### src/rtl/rst_sequencer.sv
// -----------------------------------------------------------------------------
// rst_sequencer
//
// Reset release sequencer that sits directly after the reset synchronizer.
// After init_ni rises it releases NumDomains downstream reset domains one at
// a time, DelayCycles apart, starting with bit 0. A software warm reset with a
// 4-phase req/ack handshake puts every domain back into reset, holds them for
// HoldCycles and then repeats the release sequence. A test-mode bypass drives
// every domain reset straight from rst_ni.
//
// Optional build macro: RST_SEQUENCER_REVERSE_ASSERT_EN
//   When defined, a software reset asserts the domains in reverse order
//   (highest first, DelayCycles apart) before the hold phase. When undefined,
//   all domains assert together on the accepting edge.
//
// Ports:
//   clk_i        in   clock
//   rst_ni       in   async active-low reset (synchronizer's rst_no)
//   init_ni      in   synchronized init; 0 holds all domains in reset
//   test_mode_i  in   1 = every rst_no bit follows rst_ni combinationally
//   sw_rst_req_i in   software warm-reset request (level, 4-phase)
//   sw_rst_ack_o out  software warm-reset acknowledge
//   rst_no       out  per-domain active-low resets, bit 0 released first
//   done_o       out  all domains released, sequencer running
// -----------------------------------------------------------------------------
module rst_sequencer #(
   parameter int NumDomains  = 4,
   parameter int DelayCycles = 8,
   parameter int HoldCycles  = 16
) (
   input  logic                  clk_i,
   input  logic                  rst_ni,
   input  logic                  init_ni,
   input  logic                  test_mode_i,
   input  logic                  sw_rst_req_i,
   output logic                  sw_rst_ack_o,
   output logic [NumDomains-1:0] rst_no,
   output logic                  done_o
);

   localparam int MaxCnt = (DelayCycles > HoldCycles) ? DelayCycles : HoldCycles;
   localparam int CntW   = $clog2(MaxCnt + 1);
   localparam int IdxW   = (NumDomains > 1) ? $clog2(NumDomains) : 1;

   localparam logic [CntW-1:0] CntZero   = {CntW{1'b0}};
   localparam logic [CntW-1:0] CntOne    = CntW'(32'd1);
   localparam logic [CntW-1:0] DelayLast = CntW'(DelayCycles - 1);
   localparam logic [CntW-1:0] HoldLast  = CntW'(HoldCycles - 1);
   localparam logic [IdxW-1:0] IdxZero   = {IdxW{1'b0}};
   localparam logic [IdxW-1:0] IdxOne    = IdxW'(32'd1);
   localparam logic [IdxW-1:0] IdxLast   = IdxW'(NumDomains - 1);
`ifdef RST_SEQUENCER_REVERSE_ASSERT_EN
   // Domain asserted right after the top one during a reverse sweep.
   localparam logic [IdxW-1:0] IdxBelowTop = IdxW'((NumDomains > 1) ? (NumDomains - 2) : 0);
`endif

   typedef enum logic [2:0] {
      ST_WAIT_INIT = 3'd0,
      ST_RELEASE   = 3'd1,
      ST_RUN       = 3'd2,
      ST_SW_HOLD   = 3'd3,
`ifdef RST_SEQUENCER_REVERSE_ASSERT_EN
      ST_SW_ASSERT = 3'd5,
`endif
      ST_SW_ACK    = 3'd4
   } state_e;

   state_e                  state_q, state_d;
   logic [CntW-1:0]         cnt_q,   cnt_d;
   logic [IdxW-1:0]         idx_q,   idx_d;
   logic [NumDomains-1:0]   rst_q,   rst_d;
   logic                    ack_q,   ack_d;
   logic                    done_q,  done_d;

   // Next-state and next-output computation for the sequencer FSM.
   always_comb begin
      state_d = state_q;
      cnt_d   = cnt_q;
      idx_d   = idx_q;
      rst_d   = rst_q;
      ack_d   = ack_q;
      done_d  = done_q;

      // A dropped init wins over everything, including a pending request.
      if ((state_q != ST_WAIT_INIT) && !init_ni) begin
         state_d = ST_WAIT_INIT;
         cnt_d   = CntZero;
         idx_d   = IdxZero;
         rst_d   = {NumDomains{1'b0}};
         ack_d   = 1'b0;
         done_d  = 1'b0;
      end else begin
         case (state_q)
            ST_WAIT_INIT: begin
               if (init_ni) begin
                  state_d = ST_RELEASE;
                  cnt_d   = CntZero;
                  idx_d   = IdxZero;
               end else begin
                  state_d = ST_WAIT_INIT;
               end
            end

            ST_RELEASE: begin
               if (cnt_q == DelayLast) begin
                  rst_d[idx_q] = 1'b1;
                  cnt_d        = CntZero;
                  idx_d        = idx_q + IdxOne;
                  if (idx_q == IdxLast) begin
                     state_d = ST_RUN;
                     done_d  = 1'b1;
                  end else begin
                     state_d = ST_RELEASE;
                  end
               end else begin
                  cnt_d = cnt_q + CntOne;
               end
            end

            ST_RUN: begin
               if (sw_rst_req_i) begin
                  done_d = 1'b0;
                  cnt_d  = CntZero;
`ifdef RST_SEQUENCER_REVERSE_ASSERT_EN
                  rst_d[NumDomains-1] = 1'b0;
                  if (NumDomains == 1) begin
                     state_d = ST_SW_HOLD;
                  end else begin
                     state_d = ST_SW_ASSERT;
                     idx_d   = IdxBelowTop;
                  end
`else
                  rst_d   = {NumDomains{1'b0}};
                  state_d = ST_SW_HOLD;
`endif
               end else begin
                  state_d = ST_RUN;
               end
            end

`ifdef RST_SEQUENCER_REVERSE_ASSERT_EN
            ST_SW_ASSERT: begin
               // idx_q is the next domain to put back into reset.
               if (cnt_q == DelayLast) begin
                  rst_d[idx_q] = 1'b0;
                  cnt_d        = CntZero;
                  if (idx_q == IdxZero) begin
                     state_d = ST_SW_HOLD;
                  end else begin
                     idx_d = idx_q - IdxOne;
                  end
               end else begin
                  cnt_d = cnt_q + CntOne;
               end
            end
`endif

            ST_SW_HOLD: begin
               if (cnt_q == HoldLast) begin
                  ack_d   = 1'b1;
                  cnt_d   = CntZero;
                  state_d = ST_SW_ACK;
               end else begin
                  cnt_d = cnt_q + CntOne;
               end
            end

            ST_SW_ACK: begin
               if (!sw_rst_req_i) begin
                  ack_d   = 1'b0;
                  cnt_d   = CntZero;
                  idx_d   = IdxZero;
                  state_d = ST_RELEASE;
               end else begin
                  state_d = ST_SW_ACK;
               end
            end

            default: begin
               state_d = ST_WAIT_INIT;
               cnt_d   = CntZero;
               idx_d   = IdxZero;
               rst_d   = {NumDomains{1'b0}};
               ack_d   = 1'b0;
               done_d  = 1'b0;
            end
         endcase
      end
   end

   // State and registered-output flops, cleared asynchronously by rst_ni.
   always_ff @(posedge clk_i or negedge rst_ni) begin
      if (!rst_ni) begin
         state_q <= ST_WAIT_INIT;
         cnt_q   <= CntZero;
         idx_q   <= IdxZero;
         rst_q   <= {NumDomains{1'b0}};
         ack_q   <= 1'b0;
         done_q  <= 1'b0;
      end else begin
         state_q <= state_d;
         cnt_q   <= cnt_d;
         idx_q   <= idx_d;
         rst_q   <= rst_d;
         ack_q   <= ack_d;
         done_q  <= done_d;
      end
   end

   // Test mode hands every domain reset directly to rst_ni.
   assign rst_no       = test_mode_i ? {NumDomains{rst_ni}} : rst_q;
   assign sw_rst_ack_o = ack_q;
   assign done_o       = done_q;

endmodule

### config.mk
export PLATFORM = sky130hd
export DESIGN_NAME = rst_sequencer
export DESIGN_NICKNAME = d
export VERILOG_FILES = /design/src/rtl/rst_sequencer.sv
export SDC_FILE = /design/constraint.sdc
export NUM_CORES = 1
export LEC_CHECK = 0
export CAP_MARGIN = 20
export CORE_AREA = 2 2 45 47
export DETAILED_ROUTE_END_ITERATION = 10
export DIE_AREA = 0 0 47 49
export GPL_TIMING_DRIVEN = 0
export PLACE_DENSITY = 0.83
export SLEW_MARGIN = 15
export SYNTH_ARGS = -nofsm -noshare
export SYNTH_HDL_FRONTEND = slang
export SYNTH_SLANG_ARGS = --single-unit
### constraint.sdc
create_clock -name clk_i -period 3.3 [get_ports clk_i]
set_input_delay 0.66 -clock clk_i [delete_from_list [all_inputs] [get_ports clk_i]]
set_output_delay 0.66 -clock clk_i [all_outputs]
set_load 0.01 [all_outputs]
# --- Word level (Yosys, flattened, before mapping) ---
# Cells that the tools add are included.
totals:
  reg_bits: 16
  input_bits: 5
  output_inout_bits: 6
  elab_cells: 77
classes:
  n_addsub: 2
  n_lt_le_gt_ge: 2
  n_eq_ne: 16
  n_mux: 36
  bitwise: 1
  reduce_logical: 14
op_table:
  columns: ["operator", "count"]
  rows:
  - ["$mux 5", 6]
  - ["$pmux 5 s5", 1]
  - ["$ne 3x3->1 const B", 6]
  - ["$mux 4", 4]
  - ["$pmux 3 s5", 1]
  - ["$mux 3", 4]
  - ["$pmux 4 s3", 1]
  - ["$mux 1", 10]
  - ["$mux 2", 5]
  - ["$reduce_and 3->1", 3]
  - ["$pmux 2 s4", 1]
  - ["$reduce_and 4->1", 2]
  - ["$eq 3x2->1 const B", 2]
  - ["$ne 2x1->1 const B", 3]
  - ["$pmux 1 s3", 2]
  - ["$reduce_or 3->1", 2]
  - ["$add 5x1->5 const B", 1]
  - ["$eq 5x3->1 const B", 1]
  - ["$eq 5x4->1 const B", 1]
  - ["$or 4x4->4", 1]
  - ["$eq 3x1->1 const B", 1]
  - ["$eq 3x3->1 const B", 1]
  - ["$logic_not 3->1", 1]
  - ["$lt 2x3->1 const B", 1]
  - ["9 further kinds", 10]

# --- Logic depth before layout (Yosys ltp) ---
# Gate-level depths: netlist of the first run.
depth:
  word_depth: 8
  depth_mapped: 8
  mapped_depth_nobuf: 8

# --- Least setup slack after synthesis of the first run ---
# No wires, ideal clock.
synth_timing:
  path_kind: "register -> register"
  from: "reg cnt_q[0]"
  to: "reg state_q[2]"
  setup_ns: 0.120
  arrival_ns: 1.581
  t_required_ns: 3.180
  setup_slack_ns: 1.599
  path_stages_with_launch: 9
  path_buffers: 0
  period_less_slack_ns: 1.701
  cell_sequence: "dfrtp_1 ha_1 nand3_1 inv_1 ha_1 nand2_1 nand3_2 or2_4 and3_1"
synth_via:
  elab_chain_len: 3
  word_cells_on_any_way: 5
  cone_classes: "eq/ne (4); reduce/logical (1)"
synth_lines:
  columns: ["element", "line", "source"]
  rows:
  - ["start: declaration", "69", "logic [CntW-1:0] cnt_q, cnt_d;"]
  - ["start signal: assignment", "195", "cnt_q <= CntZero;"]
  - ["start signal: assignment", "202", "cnt_q <= cnt_d;"]
  - ["$eq 5x4->1 or $eq 5x3->1 (tied branches)", "159, 105", null]
  - ["$ne 3x3->1 (no line)", null, null]
  - ["$reduce_and 2->1 (no line) *", null, null]
  - ["end signal: assignment", "201", "state_q <= state_d;"]
  - ["end: declaration", "68", "state_e state_q, state_d;"]
# Mark *: on every way between the ends. The rest lies on a longest branch, timed or not.
# A chain may end at the register's enable or synchronous reset.

# --- Final worst setup path of the first run ---
layout_timing:
  from: "in rst_ni"
  to: "out rst_no[0]"
layout_via:
  elab_chain_len: 1
layout_lines:
  columns: ["element", "line", "source"]
  rows:
  - ["start: declaration", "32", "input logic rst_ni,"]
  - ["$mux 4", "211", "assign rst_no = test_mode_i ? {NumDomains{rst_ni}} : rst_q;"]
  - ["end: declaration", "37", "output logic [NumDomains-1:0] rst_no,"]
# Every way passes these cells.

==> results of run 1 <==
[power groups by stage]
stage	registers, W	logic [W]	clock network [W]
final	0.000204	0.0000502	0.000136
after global routing	0.000205	0.0000562	0.000149
after CTS	0.000204	0.0000510	0.000141
after detailed placement	0.000208	0.0000508	0
after global placement	0.000208	0.0000489	0
after floorplan	0.000207	0.0000308	0
[per-stage QoR]
step	instances	worst slack [ps]	hold slack, ps	instance area, um^2	util (%)
2_1_floorplan	105	1600	364	1020	-
3_3_place_gp	141	113	484	1140	62.1
3_5_place_dp	141	32.6	487	1140	62.1
4_1_cts	145	25.1	512	1180	64.1
5_1_grt	145	304	463	1180	64.2
6_report	145	490	403	1180	64.2
[per-layer routing]
layer	share of wire [%]	vias to the layer above	track usage [%]	routed length [um]
met5	0	-	0	0
met4	2.6	0	11.1	50
met3	3.0	5	3.33	59
met2	51	16	33.3	981
met1	44	397	23.1	850
li1	-	400	-	-
[worst paths after layout]
check / startpoint / end / slack (ps)
worst min register to register: rst_q[1] / rst_q[1] / 510
min in group clk_i: rst_q[1] / rst_q[1] / 510
worst max-delay path: rst_ni / rst_no[0] / 490
worst min-delay path: rst_ni / rst_q[3] / 400
worst max register to register: cnt_q[0] / state_q[2] / 1440
max in group asynchronous: rst_ni / cnt_q[3] / 2430
[cell usage after synthesis (all sizes together), types with 2 or more instances]
cell type / instances
o22ai: 2
nand2: 14
ha: 7
nor2b: 2
and3: 3
a21oi: 5
or2: 2
inv: 9
dfrtp: 16
nor2: 3
buf: 5
nand3: 3
nand4bb: 2
a22o: 6
o21ai: 12
[worst reg2reg max path, delay by kind of cell, from the launching register on]
kind                       cells  cell delay, ps
DFF                            1             430
buffers and inverters          1              50
and+or+nand+nor                5             830
adders and majority gates      2             450
[layout by cell type (no fill, tap or decap), types with 2 or more instances in the layout]
cell,synthesis,routed
ha_1,7,7
o22ai_1,2,2
nor2_1,2,2
and3_1,3,3
nor2b_1,2,2
nand2_1,14,14
buf_6,2,2
dfrtp_1,16,16
nand4bb_1,2,2
o21ai_2,5,5
clkdlybuf4s50_1,0,8
o21ai_0,5,5
o21ai_1,2,2
inv_1,9,9
clkbuf_4,0,3
a22o_1,6,6
nand3_1,2,2
a21oi_1,5,5
buf_2,2,2
[final cells by class]
class | count | area [um^2]
fillers | 167 | 659
multi-input cells | 75 | 546
flip-flops and latches | 16 | 400
repair buffers | 9 | 92.6
plain buffers | 5 | 40.0
clock buffers | 4 | 36.3
inverters | 9 | 33.8
well taps | 27 | 33.8
[registers in the layout (all words and copies together) (netlist names)]
name and cells:
idx_q 2, cnt_q 5, rst_q 4, state_q 3, done_o 1, sw_rst_ack_o 1
[cells by family after synthesis]
group | Yosys count
flops | 16
compound gates | 30
buf+inv | 14
mux | 1
simple gates | 35
xor+xnor | 2
fa+ha+maj | 7
==> impl_metrics.yaml, run 1 <==
routing:
  drcViolationCount: 0
  postRouteAntennaNets: 0
  avgRoutedWirePerCell_um: 13.4
  firstDrtPassIters: 4
  vias: 818
  avgViaCountPerCell: 5.64
  drt_iter0_markers: 14
  routed_wl_um: 1940
pwr:
  seqPwrFrac_pct: 52.3
  total_power_w: 0.000390
  combPwrFrac_pct: 12.9
  p_int_w: 0.000289
  powerDensity_nw_per_um2: 330
  switching_share_pct: 25.9
  power_switching_w: 0.000101
  peakVddDrop_mv: 0.200
  p_clk_share_pct: 34.8
  leakage_nw: 0.524
synthesis:
  ys_types: 36
  synth_area_leader_cell: "dfrtp_1"
  synthMuxAreaShare_pct: 1.10
  ys_ff_latch: 16
  synthXorXnorAreaFrac_pct: 1.72
  synthTopCellsByArea: "dfrtp_1 39%, ha_1 8.6%, nand2_1 5.2%"
  synth_top_family_by_area: "compound AO/OA/AOI/OAI gates"
  syn_nets: 117
  yosysSeqAreaShare_pct: 39.3
  syn_area_um2: 1020
  syn_avg_cell_area_um2: 9.71
  synth_edf_count: 0
  synthFlopType: "dfrtp_1"
  synthSimpleGateAreaFrac_pct: 20.2
  syn_inst: 105
  synth_compound_area_share_pct: 21.8
  yosys_warnings: 0
  yosys.area_share.adder_pct: 8.59
  yosysTopAreaCellShare_pct: 39.3
  async_reset_ff_share_pct: 100
critical_path:
  crit_chain: "dlymetal6s2s_1 > nand2_1 > o21ai_0 > clkdlybuf4s50_1"
  critical_path_depth: 4
  crit_arrival_ps: 2150
  cp_top_family: "buffers and inverters"
  cp_max_fo: 17
  startpoint_type: "primary input"
  critPathBufInv: 2
  end_kind: "primary output"
  slowest_delay_ps: 570
  required_ps: 2640
  path_class: "primary input to primary output"
  r2r_cells: 8
  crit_slowest_cell: "dlymetal6s2s_1"
grt:
  antenna_found_initial: 0
  grt_start_max_net_pins: 18
  grt_usage_pct: 20.0
  grt_pass1_wl_um: 3280
  overflow: 0
  grt_pass1_vias: 747
clocking:
  cts_tree: "yes"
  ctsHoldBuffers: 0
  clkLatencyLatePin_ps: 300
  post_cts_buffers: 0
  cts.root.buffer_cell: "clkbuf_4"
  numCtsBuffers: 3
  postCtsResizedCells: 0
  cts_max_path_buffers: 2
  cts_sinks: 16
  worst_setup_hold_path_clk_slew_ps: 100
  htree_num_levels: 1
layout:
  drive_gt1_share_pct: 17.8
  synthToLayoutAreaGrowth_pct: 16.0
  diodes: 0
  final_nets: 131
sta:
  max_freq_ghz: 0.356
  relSlewSlack_pct: 49.7
  tightest_slew_ps: 753
  rsz0062_at_grt: "no"
  clock_skew_ps: 1.70
  setup_viol: 0
  drv_slew: 0
  final_hold_viol_count: 0
  period_needed_ps: 2810
  timing.setup.tns_ps: 0
  fin_crit_sh_pct: 85.1
floorplanning:
  rows: 16
  io_pins: 11
  die_w_um: 47
  die-area_um2: 2300
  start_util_pct: 55.4
  die_h_um: 49
  coreArea_um2: 1840
outcome:
  status: "finished, final reports clean"
job:
  maxCapViolations: 0
placement:
  place_congestion: 0.750
  portBuffers: 9
  dpl.hpwl_um: 1450
worst_hold_path:
  hp-class: "primary input to async pin"
Note: power is estimated with default switching activity, not from simulation.
==> run 2: changes to the inputs <==
--- a/config.mk
+++ b/config.mk
@@ -7,6 +7,7 @@
 export LEC_CHECK = 0
 export CAP_MARGIN = 20
 export CORE_AREA = 2 2 45 47
+export CTS_CLUSTER_DIAMETER = 150
 export DETAILED_ROUTE_END_ITERATION = 10
 export DIE_AREA = 0 0 47 49
 export GPL_TIMING_DRIVEN = 0
==> constraint.sdc (replaced) <==
create_clock -name clk_i -period 3.3 [get_ports clk_i]
set_input_delay 0.825 -clock clk_i [delete_from_list [all_inputs] [get_ports clk_i]]
set_output_delay 0.825 -clock clk_i [all_outputs]
set_load 0.01 [all_outputs]
==> run 2 against run 1 <==
Sequential power barely moved. Final cell count is the same. Register-to-register slack about the same. Hold slack improved by 32 ps. Via count increased by 0.12%. Combinational power fell by 1%. Clock skew hardly changed. Maximum frequency fell by 5.5%. Global-route usage unchanged. Die area did not move. Cell area fell by 0.63%. Flip-flop and latch count is the same. Critical endpoint unchanged. Highest routed layer unchanged.
==> impl_metrics.yaml, run 2 (synthesis results as in run 1) <==
sta:
  final_hold_viol_count: 0
  setup_viol: 0
  drv_slew: 0
  setup_ws_ps: 326
  fin_crit_sh_pct: 90.1
  tightest_slew_ps: 448
  clock_skew_ps: 1.70
  period_needed_ps: 2970
  relSlewSlack_pct: 70.2
  max_freq_ghz: 0.336
  rsz0062_at_grt: "no"
  hold_ws_ps: 435
critical_path:
  end_kind: "primary output"
  r2r-end: "state_q[2]"
  ff2ff_setup_slack_ps: 1440
  r2r_cells: 8
  cp_max_fo: 5
  slowest_delay_ps: 570
  crit_slowest_cell: "clkdlybuf4s50_1"
  critPathBufInv: 2
  crit_chain: "clkdlybuf4s50_1 > nand2_1 > o21ai_0 > clkdlybuf4s50_1"
  path_class: "primary input to primary output"
  cp_top_family: "buffers and inverters"
  required_ps: 2470
  startpoint_type: "primary input"
  crit_arrival_ps: 2150
  crit_path_frequent_cell: "clkdlybuf4s50_1"
  r2r_start: "cnt_q[0]"
layout:
  synthToLayoutAreaGrowth_pct: 15.2
  drive_gt1_share_pct: 18.6
  regMostFlops: "cnt_q"
  final_nets: 131
  largest_register_ffs: 5
  mostFrequentLayoutCells: "16 x dfrtp_1, 14 x nand2_1, 9 x inv_1, 8 x clkdlybuf4s50_1, 7 x ha_1"
  reg_top3: "cnt_q: 5 flops, rst_q: 4 flops, state_q: 3 flops"
  regArea_um2: 400
  fill_cells: 167
  multi_input_area_um2: 546
  final_util_pct: 63.8
  diodes: 0
  mostFrequentLayoutCell: "dfrtp_1"
  final_area_um2: 1170
floorplanning:
  start_util_pct: 55.4
  die-area_um2: 2300
  coreArea_um2: 1840
  die_w_um: 47
  io_pins: 11
  die_h_um: 49
  rows: 16
grt:
  antenna_found_initial: 0
  grt_pass1_vias: 747
  grt_usage_pct: 20.0
  grt_pass1_wl_um: 3280
  grt_start_max_net_pins: 18
  use_met3_pct: 3.33
  busiest_layer: "met2"
  overflow: 0
  gr-usage-met1_pct: 23.1
  grt_util_met2_pct: 33.3
clocking:
  ctsHoldBuffers: 0
  clkLatencyLatePin_ps: 300
  numCtsBuffers: 3
  cts_max_path_buffers: 2
  worst_setup_hold_path_clk_slew_ps: 100
  cts_sinks: 16
  htree_num_levels: 1
  cts_tree: "yes"
  cts.root.buffer_cell: "clkbuf_4"
routing:
  postRouteAntennaNets: 0
  avgRoutedWirePerCell_um: 13.4
  routed_wl_um: 1940
  drt_iter0_markers: 14
  firstDrtPassIters: 4
  vias: 819
  avgViaCountPerCell: 5.65
  drcViolationCount: 0
placement:
  place_area_um2: 1140
  dp_slack_ps: -297
  portBuffers: 9
  place_congestion: 0.750
  dpl.hpwl_um: 1450
worst_hold_path:
  hp-class: "primary input to async pin"
outcome:
  status: "finished, final reports clean"
pwr:
  powerDensity_nw_per_um2: 332
  peakVddDrop_mv: 0.200
  leakage_nw: 0.515
job:
  maxCapViolations: 0
-- run 2: changes by cell type in the layout (fill, tap and decap cells not counted) --
cell            change
clkbuf_2            +1
dlymetal6s2s_1      -1
-- run 2: worst reg2reg max path, cell delays in order, from the launching register on --
cell	delay, ps
dfrtp_1	430
ha_1	270
nand3_1	130
inv_1	50
ha_1	180
nand2_1	100
nand3_2	110
or2_4	310
and3_1	180
-- run 2: layer usage --
metal / vias up / part of all wire [%]
met2: 16 / 51
met4: 0 / 2.6
met3: 5 / 3.0
met5: - / 0
li1: 400 / -
met1: 398 / 44
-- run 2: cell type report --
cell class              count  share of cell area, %
plain buffers               5                   3.41
clock buffers               4                   3.09
inverters                   9                   2.88
multi-input cells          75                   46.4
flip-flops and latches     16                   34.1
well taps                  27                   2.88
repair buffers              9                   7.24
-- run 2: stage by stage --
step	TNS [ps]	cells	power, W
after floorplan	0	105	0.000238
after global placement	-862	141	0.000257
after detailed placement	-1070	141	0.000259
after CTS	0	145	0.000396
after global routing	0	145	0.000410
final	0	145	0.000390
-- run 2: worst max path at each step --
stage	start	end	slack [ps]	cells after the start
after floorplan	test_mode_i	rst_no[0]	1370	1
after global placement	rst_ni	rst_no[1]	-220	4
after detailed placement	rst_ni	rst_no[0]	-300	4
after CTS	rst_ni	rst_no[0]	6	4
after global routing	test_mode_i	rst_no[0]	270	4
final	test_mode_i	rst_no[0]	330	4
-- run 2: what timing repair did --
action / CTS / global route
endpoints found under the setup margin: 4 / 4
buffers inserted: 0 / 0
pin swaps: 0 / 0
resized for setup: 2 / 1
-- run 2: power breakdown --
part           total [W]  leakage (nW)  internal, W  switching, W
Sequential      0.000204         0.219     0.000200    0.00000409
Combinational  0.0000496         0.276    0.0000211     0.0000285
Clock           0.000136        0.0210    0.0000674     0.0000684
Total           0.000390         0.515     0.000289      0.000101
==> run 3: changes to the inputs <==
--- a/config.mk
+++ b/config.mk
@@ -12,7 +12,6 @@
 export DIE_AREA = 0 0 47 49
 export GPL_TIMING_DRIVEN = 0
 export PLACE_DENSITY = 0.83
-export SLEW_MARGIN = 15
 export SYNTH_ARGS = -nofsm -noshare
 export SYNTH_HDL_FRONTEND = slang
 export SYNTH_SLANG_ARGS = --single-unit
==> results of run 3 <==
No change in the layout: final DEF, timing and power equal those of run 2.
